**config.mk**
```make
export PLATFORM = sky130hd
export DESIGN_NAME = val2_shift_sequencer
export DESIGN_NICKNAME = d
export VERILOG_FILES = /design/src/rtl/val2_shift_sequencer.sv
export SDC_FILE = /design/constraint.sdc
export NUM_CORES = 1
export LEC_CHECK = 0
export ABC_AREA = 1
export BUFFER_PORTS_ARGS = -buffer_cell sky130_fd_sc_hd__buf_2
export CAP_MARGIN = 20
export CORE_ASPECT_RATIO = 1.75
export CORE_UTILIZATION = 50
export CTS_CLUSTER_DIAMETER = 30
export DETAILED_ROUTE_END_ITERATION = 10
export PLACE_DENSITY = 0.76
export SLEW_MARGIN = 0
export SYNTH_ARGS = -nofsm -noshare
export SYNTH_HDL_FRONTEND = slang
export SYNTH_SLANG_ARGS = --single-unit
export TNS_END_PERCENT = 30
```
**constraint.sdc**
```tcl
create_clock -name clk -period 1.9 [get_ports clk]
set_clock_uncertainty 0.1 [all_clocks]
set_input_delay 0.57 -clock clk [delete_from_list [all_inputs] [get_ports clk]]
set_output_delay 0.57 -clock clk [all_outputs]
set_load 0.02 [all_outputs]
```
**src/rtl/val2_shift_sequencer.sv**
```systemverilog
// rtl/val2_shift_sequencer.sv - multi-cycle iterative Val2 shifter for the EXE stage
//
// Purpose:
//   Replaces the single-cycle Val2 barrel shifter with a small FSM. It latches
//   the operand-2 request and applies STEP single-bit shift steps per clock
//   until the requested amount has been used up. It then presents val2 with a
//   one-cycle done pulse. busy lets the hazard unit stall ID/EXE.
//
// Parameters:
//   STEP           bit positions applied per clock in SHIFT (1, 2, 4 or 8)
//
// Ports:
//   clk            system clock, rising edge
//   rst            synchronous, active-high reset
//   start          request strobe, accepted in IDLE or DONE, ignored in SHIFT
//   mem_inst       LDR/STR form: val2 = sign-extended 12-bit offset (wins over imm)
//   imm            immediate form: imm8 rotated right by 2*rotate
//   val_rm         Rm register value
//   shift_operand  instruction bits [11:0]
//   val2           result, valid with done, held until the next result
//   done           one-cycle completion pulse
//   busy           high while shifting
//   shift_carry    (only with VAL2_SHIFT_CARRY_EN) last bit shifted out, held like val2
//
// Build option:
//   VAL2_SHIFT_CARRY_EN  adds the shift_carry output and its logic.

module val2_shift_sequencer #(
  parameter int STEP = 1
) (
  input  logic        clk,
  input  logic        rst,
  input  logic        start,
  input  logic        mem_inst,
  input  logic        imm,
  input  logic [31:0] val_rm,
  input  logic [11:0] shift_operand,
  output logic [31:0] val2,
  output logic        done,
  output logic        busy
`ifdef VAL2_SHIFT_CARRY_EN
  ,
  output logic        shift_carry
`endif
);

  typedef enum logic [1:0] {
    IDLE  = 2'd0,
    SHIFT = 2'd1,
    DONE  = 2'd2
  } state_t;

  localparam logic [1:0] OP_LSL = 2'b00;
  localparam logic [1:0] OP_LSR = 2'b01;
  localparam logic [1:0] OP_ASR = 2'b10;
  localparam logic [1:0] OP_ROR = 2'b11;

  localparam logic [4:0] STEP5 = 5'(STEP);

  state_t      state, state_n;
  logic [31:0] acc, acc_n;
  logic [4:0]  cnt, cnt_n;
  logic [1:0]  op, op_n;
  logic [31:0] val2_q, val2_n;

  // decoded request, meaningful only on the accepting edge
  logic [31:0] lat_acc;
  logic [4:0]  lat_n;
  logic [1:0]  lat_op;

  // one clock of iterative shifting
  logic [4:0]  k;
  logic [4:0]  cnt_left;
  logic [31:0] stp_acc;

  logic accept;

`ifdef VAL2_SHIFT_CARRY_EN
  logic carry_q, carry_n;
  logic stp_out;
`endif

  // start is ignored while shifting; DONE accepts, giving back-to-back issue
  assign accept = start && (state != SHIFT);

  // Operand-2 decode. mem_inst has priority over imm.
  always_comb begin
    lat_acc = val_rm;
    lat_n   = shift_operand[11:7];
    lat_op  = shift_operand[6:5];
    if (mem_inst) begin
      lat_acc = {{20{shift_operand[11]}}, shift_operand};
      lat_n   = 5'd0;
      lat_op  = OP_LSL;
    end else if (imm) begin
      lat_acc = {24'b0, shift_operand[7:0]};
      lat_n   = {shift_operand[11:8], 1'b0};
      lat_op  = OP_ROR;
    end
  end

  // Apply min(STEP, cnt) single-bit steps to acc. Each step is a plain
  // one-position shift, so amount 0 is never special-cased.
  always_comb begin
    k        = (cnt < STEP5) ? cnt : STEP5;
    cnt_left = cnt - k;
    stp_acc  = acc;
`ifdef VAL2_SHIFT_CARRY_EN
    stp_out  = 1'b0;
`endif
    for (int i = 0; i < STEP; i++) begin
      if (5'(i) < k) begin
        unique case (op)
          OP_LSL: begin
`ifdef VAL2_SHIFT_CARRY_EN
            stp_out = stp_acc[31];
`endif
            stp_acc = {stp_acc[30:0], 1'b0};
          end
          OP_LSR: begin
`ifdef VAL2_SHIFT_CARRY_EN
            stp_out = stp_acc[0];
`endif
            stp_acc = {1'b0, stp_acc[31:1]};
          end
          OP_ASR: begin
`ifdef VAL2_SHIFT_CARRY_EN
            stp_out = stp_acc[0];
`endif
            stp_acc = {stp_acc[31], stp_acc[31:1]};
          end
          default: begin
            // ROR: the bit rotated into bit31 is also the carry
`ifdef VAL2_SHIFT_CARRY_EN
            stp_out = stp_acc[0];
`endif
            stp_acc = {stp_acc[0], stp_acc[31:1]};
          end
        endcase
      end
    end
  end

  // Next-state and datapath-next logic
  always_comb begin
    state_n = state;
    acc_n   = acc;
    cnt_n   = cnt;
    op_n    = op;
    val2_n  = val2_q;
`ifdef VAL2_SHIFT_CARRY_EN
    carry_n = carry_q;
`endif
    unique case (state)
      IDLE, DONE: begin
        if (accept) begin
          acc_n = lat_acc;
          cnt_n = lat_n;
          op_n  = lat_op;
          if (lat_n == 5'd0) begin
            // zero amount: result is available on the very next cycle
            state_n = DONE;
            val2_n  = lat_acc;
`ifdef VAL2_SHIFT_CARRY_EN
            carry_n = 1'b0;
`endif
          end else begin
            state_n = SHIFT;
          end
        end else if (state == DONE) begin
          state_n = IDLE;
        end
      end
      SHIFT: begin
        acc_n = stp_acc;
        cnt_n = cnt_left;
        if (cnt_left == 5'd0) begin
          state_n = DONE;
          val2_n  = stp_acc;
`ifdef VAL2_SHIFT_CARRY_EN
          carry_n = stp_out;
`endif
        end
      end
      default: state_n = IDLE;
    endcase
  end

  always_ff @(posedge clk) begin
    if (rst) begin
      state <= IDLE;
    end else begin
      state <= state_n;
    end
  end

  always_ff @(posedge clk) begin
    if (rst) begin
      acc    <= 32'd0;
      cnt    <= 5'd0;
      op     <= OP_LSL;
      val2_q <= 32'd0;
`ifdef VAL2_SHIFT_CARRY_EN
      carry_q <= 1'b0;
`endif
    end else begin
      acc    <= acc_n;
      cnt    <= cnt_n;
      op     <= op_n;
      val2_q <= val2_n;
`ifdef VAL2_SHIFT_CARRY_EN
      carry_q <= carry_n;
`endif
    end
  end

  // Both flags decode the state register directly, so they are glitch-free
  // and mutually exclusive.
  assign done = (state == DONE);
  assign busy = (state == SHIFT);
  assign val2 = val2_q;
`ifdef VAL2_SHIFT_CARRY_EN
  assign shift_carry = carry_q;
`endif

endmodule

```
==> results of run 1 <==
power breakdown:
part / internal [W] / switching (W)
clock: 0.00109 / 0.000658
combinational: 0.00189 / 0.00284
sequential: 0.00202 / 0.000295
total: 0.00499 / 0.00379
stage by stage:
step,worst slack [ns],utilization,instances
2_1_floorplan,-0.1086,-,707
3_3_place_gp,-0.1497,0.6055,897
3_5_place_dp,-0.2658,0.6055,897
4_1_cts,-0.2165,0.6677,921
5_1_grt,-0.4301,0.6841,924
6_report,-0.3203,0.6841,924
timing repair:
item                                    in CTS  in global routing
buffers inserted                             6                  4
resized for setup                           28                 29
endpoints found under the setup margin      34                 57
pin swaps                                    5                  9
hold endpoints to repair                     0                  0
cloned                                       2                  4
placed cells by master, fill, tap and decap left out, drive strengths merged, types with 16 or more instances in the layout:
cell type / n
a21oi: 28
a31oi: 22
buf: 126
clkbuf: 16
dfxtp: 73
inv: 89
nand2: 208
nand3: 29
nor2: 96
o21ai: 71
o21bai: 24
final cells by class:
cell class	instances	area share
timing repair buffer	130	0.1762
clock inverter	4	0.009021
multi-input combinational	499	0.4255
sequential	73	0.2579
clock buffer	12	0.04510
tap	115	0.02530
inverter	91	0.06095
metal layers:
| metal | vias up | part of all wire | track usage |
|---|---|---|---|
| met1 | 2247 | 0.39 | 0.3320 |
| met3 | 45 | 0.051 | 0.04531 |
| met2 | 214 | 0.52 | 0.5089 |
| met4 | 0 | 0.040 | 0.1257 |
| li1 | 2430 | - | - |
| met5 | - | 0 | 0 |
logic make-up (layout without fill, tap and decap cells):
kind of cell             count (synthesis)  count (layout)
flip-flops                              73              73
buffers and inverters                  135             237
AND/OR/NAND/NOR                        337             337
AO/OA/AOI/OAI                          160             160
adder cells (fa/ha/maj)                  2               2
registers in the layout (all words and copies together) (netlist names):
register / count
op: 2
state: 2
cnt: 5
acc: 32
val2: 32
path summary, 6_finish.rpt:
| kind | start | endpoint | depth (start not counted) |
|---|---|---|---|
| min | rst | state[1]$_SDFFE_PP0P_ | 2 |
| min reg2reg | val2[16]$_SDFFE_PP0P_ | val2[16]$_SDFFE_PP0P_ | 4 |
| max | cnt[4]$_SDFFE_PP0P_ | val2[20]$_SDFFE_PP0P_ | 17 |
| max reg2reg | cnt[4]$_SDFFE_PP0P_ | val2[20]$_SDFFE_PP0P_ | 17 |
==> impl_metrics.toml, run 1 <==
[clock_network]
clock_sinks = 73
clkTransAtPathRegs_ns = 0.06
clkLatencyLatePin_ns = 0.34
ctsHtreeMaxLevel = 3
cts_hold_buf = 0
numCtsBuffers = 9
cts_root_buffer = "clkbuf_16"
cts_tree = "built"
cts_buffer_depth = 2

[critical_path]
crit_path_frequent_cell = "nand2_2"
crit_family = "simple AND/OR/NAND/NOR gates"
worstPathCellList = "nor2_1 -> nand2_1 -> inv_1 -> nor2_2 -> inv_2 -> ha_4 -> nor2_4 -> nand2_2 -> nand2_2 -> nand2_4 -> o21ai_4 -> nand3_4 -> buf_12 -> buf_12 -> nand2_4 -> nand2_2 -> nor2_2"
crit_path_top_delay_cell = "dfxtp_2"
worstSetupPathType = "flop to flop"
cp-start-kind = "flop"
crit_path_max_fanout = 11
critPathBufInv = 4
ff2ff_setup_slack_ns = -0.32
endpoint_kind = "flop"
worstPathRequired_ns = 2.07
slowest_delay_ns = 0.33
arrival_ns = 2.39

[synthesis]
ys_seq_area_frac = 0.3415
yosysWarnings = 0
synth_cell_types = 28
avgSynthCellArea_um2 = 6.052
synth_xor_xnor_area_share = 0
synth_area_um2 = 4279
synth_seq_cells = 73
synth.most_common_cell = "nand2_1"
synth-edff-count = 0
synth_ff_type = "dfxtp_1"
yosysTopAreaCell = "dfxtp_1"
synth_commonest_cells = "208 x nand2_1, 95 x nor2_1, 87 x inv_1"
synth_top_family_by_area = "simple AND/OR/NAND/NOR gates"
synthesis.nets = 758
muxShareOfSynthArea = 0
synth_cells = 707
synthAdderAreaFrac = 0.005848
synth_simple_gate_area_share = 0.3070
synth_top_area_frac = 0.3415
yosys-top-cells-area = "dfxtp_1 34%, nand2_1 18%, nor2_1 8.3%"
synth-async-reset-ratio = 0
synth-compound-area-share = 0.2164

[floorplan]
initial_core_util = 0.5148
die_area_um2 = 8947
die_h_um = 124.4
core_area_um2 = 8313
die_w_um = 71.93
rows = 44
pin_count = 83

[finish]
n_antenna_cell = 0
fillCellCount = 702
syn_to_final_growth_pct = 32.89
drive_gt1_frac = 0.2373
finalNetCount = 855
final_cell_area_um2 = 5687
multi_input_area_um2 = 2420
final-seq-area_um2 = 1466

[grt]
grt_pass1_wl_um = 20420
grt_max_degree = 42
grt-ovfl-total = 0
grt_usage = 0.2875
antenna_found_initial = 0
grt_pass1_vias = 4349

[timing]
finalMaxSlewViolations = 0
max-slew-margin-rel = 0.7254
finalWorstSetupSlack_ns = -0.3203
hold_viol = 0
max_freq_mhz = 450.4
worstMarginPinSlew_ns = 0.4076
setup_viol = 33
whs_ns = 0.4064
setup_tns_ns = -9.936
finalCritPeriodShare = 1.169
layout_min_cycle_time_ns = 2.220
rsz0062_at_grt = "true"

[routing]
wl_per_cell_um = 14.04
drc = 0
firstDrtPassIters = 5
routed_wl_um = 12980
routed_via_density = 5.342
drtIter0Drc = 379
antenna_left = 0
vias = 4936

[placement]
gp_congestion = 0.8946
hpwl_um = 8091
placed_area_um2 = 5034
io_buffer_count = 82

[power_and_ir_drop]
vdd_drop_max_mv = 0.8956
powerDensity_nw_per_um2 = 1544
power_w = 0.008783
p_leak_nw = 2.999

[run_status]
status = "complete, but fails checks"
violations = "negative setup slack"

[job]
maxCapViolations = 0

[min_path]
min_path_type = "input pin to flop"
Power figures use the tool's default switching activity.
==> inputs of run 2 (changes only) <==
--- a/config.mk
+++ b/config.mk
@@ -12,7 +12,7 @@
 export CORE_UTILIZATION = 50
 export CTS_CLUSTER_DIAMETER = 30
 export DETAILED_ROUTE_END_ITERATION = 10
-export PLACE_DENSITY = 0.76
+export PLACE_DENSITY = 0.73
 export SLEW_MARGIN = 0
 export SYNTH_ARGS = -nofsm -noshare
 export SYNTH_HDL_FRONTEND = slang
==> constraint.sdc (replaced) <==
create_clock -name clk -period 2.6 [get_ports clk]
set_clock_uncertainty 0.1 [all_clocks]
set_input_delay 0.78 -clock clk [delete_from_list [all_inputs] [get_ports clk]]
set_output_delay 0.78 -clock clk [all_outputs]
set_load 0.02 [all_outputs]
==> impl_metrics.toml, run 2 (synthesis results as in run 1) <==
[floorplan]
initial_core_util = 0.5148
die_w_um = 71.93
die_h_um = 124.4
pin_count = 83
rows = 44
die_area_um2 = 8947
core_area_um2 = 8313

[critical_path]
worstSetupPathType = "flop to flop"
endpoint_kind = "flop"
worstPathCellList = "nor2_1 -> nand2_1 -> inv_1 -> nor2_1 -> inv_1 -> ha_1 -> nor2_2 -> nand2_1 -> nand2_1 -> nand2_1 -> o21ai_1 -> nand3_2 -> buf_4 -> nor2_1 -> nor2_1"
slowest_delay_ns = 0.40
crit_path_top_delay_cell = "dfxtp_1"
cp-start-kind = "flop"
worstPathRequired_ns = 2.73
arrival_ns = 2.53
crit_path_max_fanout = 34

[placement]
io_buffer_count = 82
pre_cts_slack_ns = 0.1985
gp_congestion = 0.9058
placed_area_um2 = 4752
hpwl_um = 7733
dp.cells = 876

[finish]
final_cell_count_no_fill = 892
final_cell_mix = "208 x nand2_1, 92 x nor2_1, 86 x inv_1"
mostFrequentLayoutCell = "nand2_1"
syn_to_final_growth_pct = 18.27
finalNetCount = 823
drive_gt1_frac = 0.1583
n_antenna_cell = 0
final_util = 0.6088
final_cell_area_um2 = 5061

[job]
maxCapViolations = 0

[run_status]
status = "completed"

[timing]
finalCritPeriodShare = 0.9227
layout_min_cycle_time_ns = 2.399
rsz0062_at_grt = "true"
finalWorstSetupSlack_ns = 0.2010
max_freq_mhz = 416.8
hold_viol = 0
max-slew-margin-rel = 0.4401
whs_ns = 0.4058
finalMaxSlewViolations = 0
worstMarginPinSlew_ns = 0.8390
setup_viol = 0

[grt]
grt_usage = 0.2761
grt_pass1_vias = 4489
grt_max_degree = 42
grt-ovfl-total = 0
antenna_found_initial = 0
grt_pass1_wl_um = 19800

[routing]
wl_per_cell_um = 13.05
antenna_left = 0
vias = 4671
routed_via_density = 5.237
drtIter0Drc = 355
drc = 0
firstDrtPassIters = 6
routed_wl_um = 11650

[power_and_ir_drop]
seqPwrFrac = 0.304
pwr-share-comb = 0.466
p_leak_nw = 2.732
internal_power_w = 0.003119
powerDensity_nw_per_um2 = 1099
p_sw_w = 0.002443
vdd_drop_max_mv = 0.5126
clkPwrFrac = 0.230
switching_share = 0.4392

[clock_network]
cts_root_buffer = "clkbuf_16"
ctsHtreeMaxLevel = 3
cts_tree = "built"
cts_buffer_depth = 2
clkLatencyLatePin_ns = 0.34
clkTransAtPathRegs_ns = 0.06
cts_hold_buf = 0
numCtsBuffers = 9
clock_sinks = 73

[min_path]
min_path_type = "flop to flop"
[run 2: metal layers]
metal | part of all wire | wire length [um] | up-vias | global-route usage
li1 | - | - | 2361 | -
met1 | 0.39 | 4562 | 2091 | 0.3083
met2 | 0.52 | 6065 | 182 | 0.4883
met3 | 0.053 | 623 | 37 | 0.04288
met4 | 0.034 | 392 | 0 | 0.1465
met5 | 0 | 0 | - | 0
[run 2: worst max-delay path, delay by kind of cell (launching register included)]
kind / cells / cell delay [ns]
flip-flops: 1 / 0.40
adder cells (fa/ha/maj): 1 / 0.21
AO/OA/AOI/OAI: 1 / 0.19
buffers and inverters: 3 / 0.38
AND/OR/NAND/NOR: 10 / 0.99
[run 2: area by class of cell]
cell class	instances	area [um^2]
Tap cell	115	143.9
Clock buffer	11	252.7
Timing Repair Buffer	98	530.5
Multi-Input combinational cell	499	2277
Clock inverter	5	53.80
Sequential cell	73	1461
Fill cell	809	3252
Inverter	91	341.6
[run 2: per-stage QoR]
| step | setup TNS, ns | total power (W) |
|---|---|---|
| after floorplan | 0 | 0.003644 |
| after global placement | 0 | 0.004224 |
| after detailed placement | 0 | 0.004279 |
| after CTS | 0 | 0.005566 |
| after global routing | -0.8652 | 0.006026 |
| final | 0 | 0.005563 |
[run 2: worst paths after layout]
path | depth (start not counted) | end | start | slack (ns)
setup / recovery | 15 | val2[7]$_SDFFE_PP0P_ | cnt[2]$_SDFFE_PP0P_ | 0.20
hold / removal | 4 | val2[20]$_SDFFE_PP0P_ | val2[20]$_SDFFE_PP0P_ | 0.41
setup reg to reg | 15 | val2[7]$_SDFFE_PP0P_ | cnt[2]$_SDFFE_PP0P_ | 0.20
hold reg to reg | 4 | val2[20]$_SDFFE_PP0P_ | val2[20]$_SDFFE_PP0P_ | 0.41
[run 2: repair_timing]
item / in CTS / in global routing
setup endpoints to repair: 0 / 32
gates resized for setup: 0 / 2
buffers inserted: 0 / 0
[run 2: power by group through the flow]
stage          Combinational [W]  Sequential, W  Clock (W)
2_1_floorplan            0.00175        0.00189          0
3_3_place_gp             0.00252        0.00170          0
3_5_place_dp             0.00257        0.00171          0
4_1_cts                  0.00259        0.00169    0.00129
5_1_grt                  0.00294        0.00174    0.00135
6_report                 0.00259        0.00169    0.00128
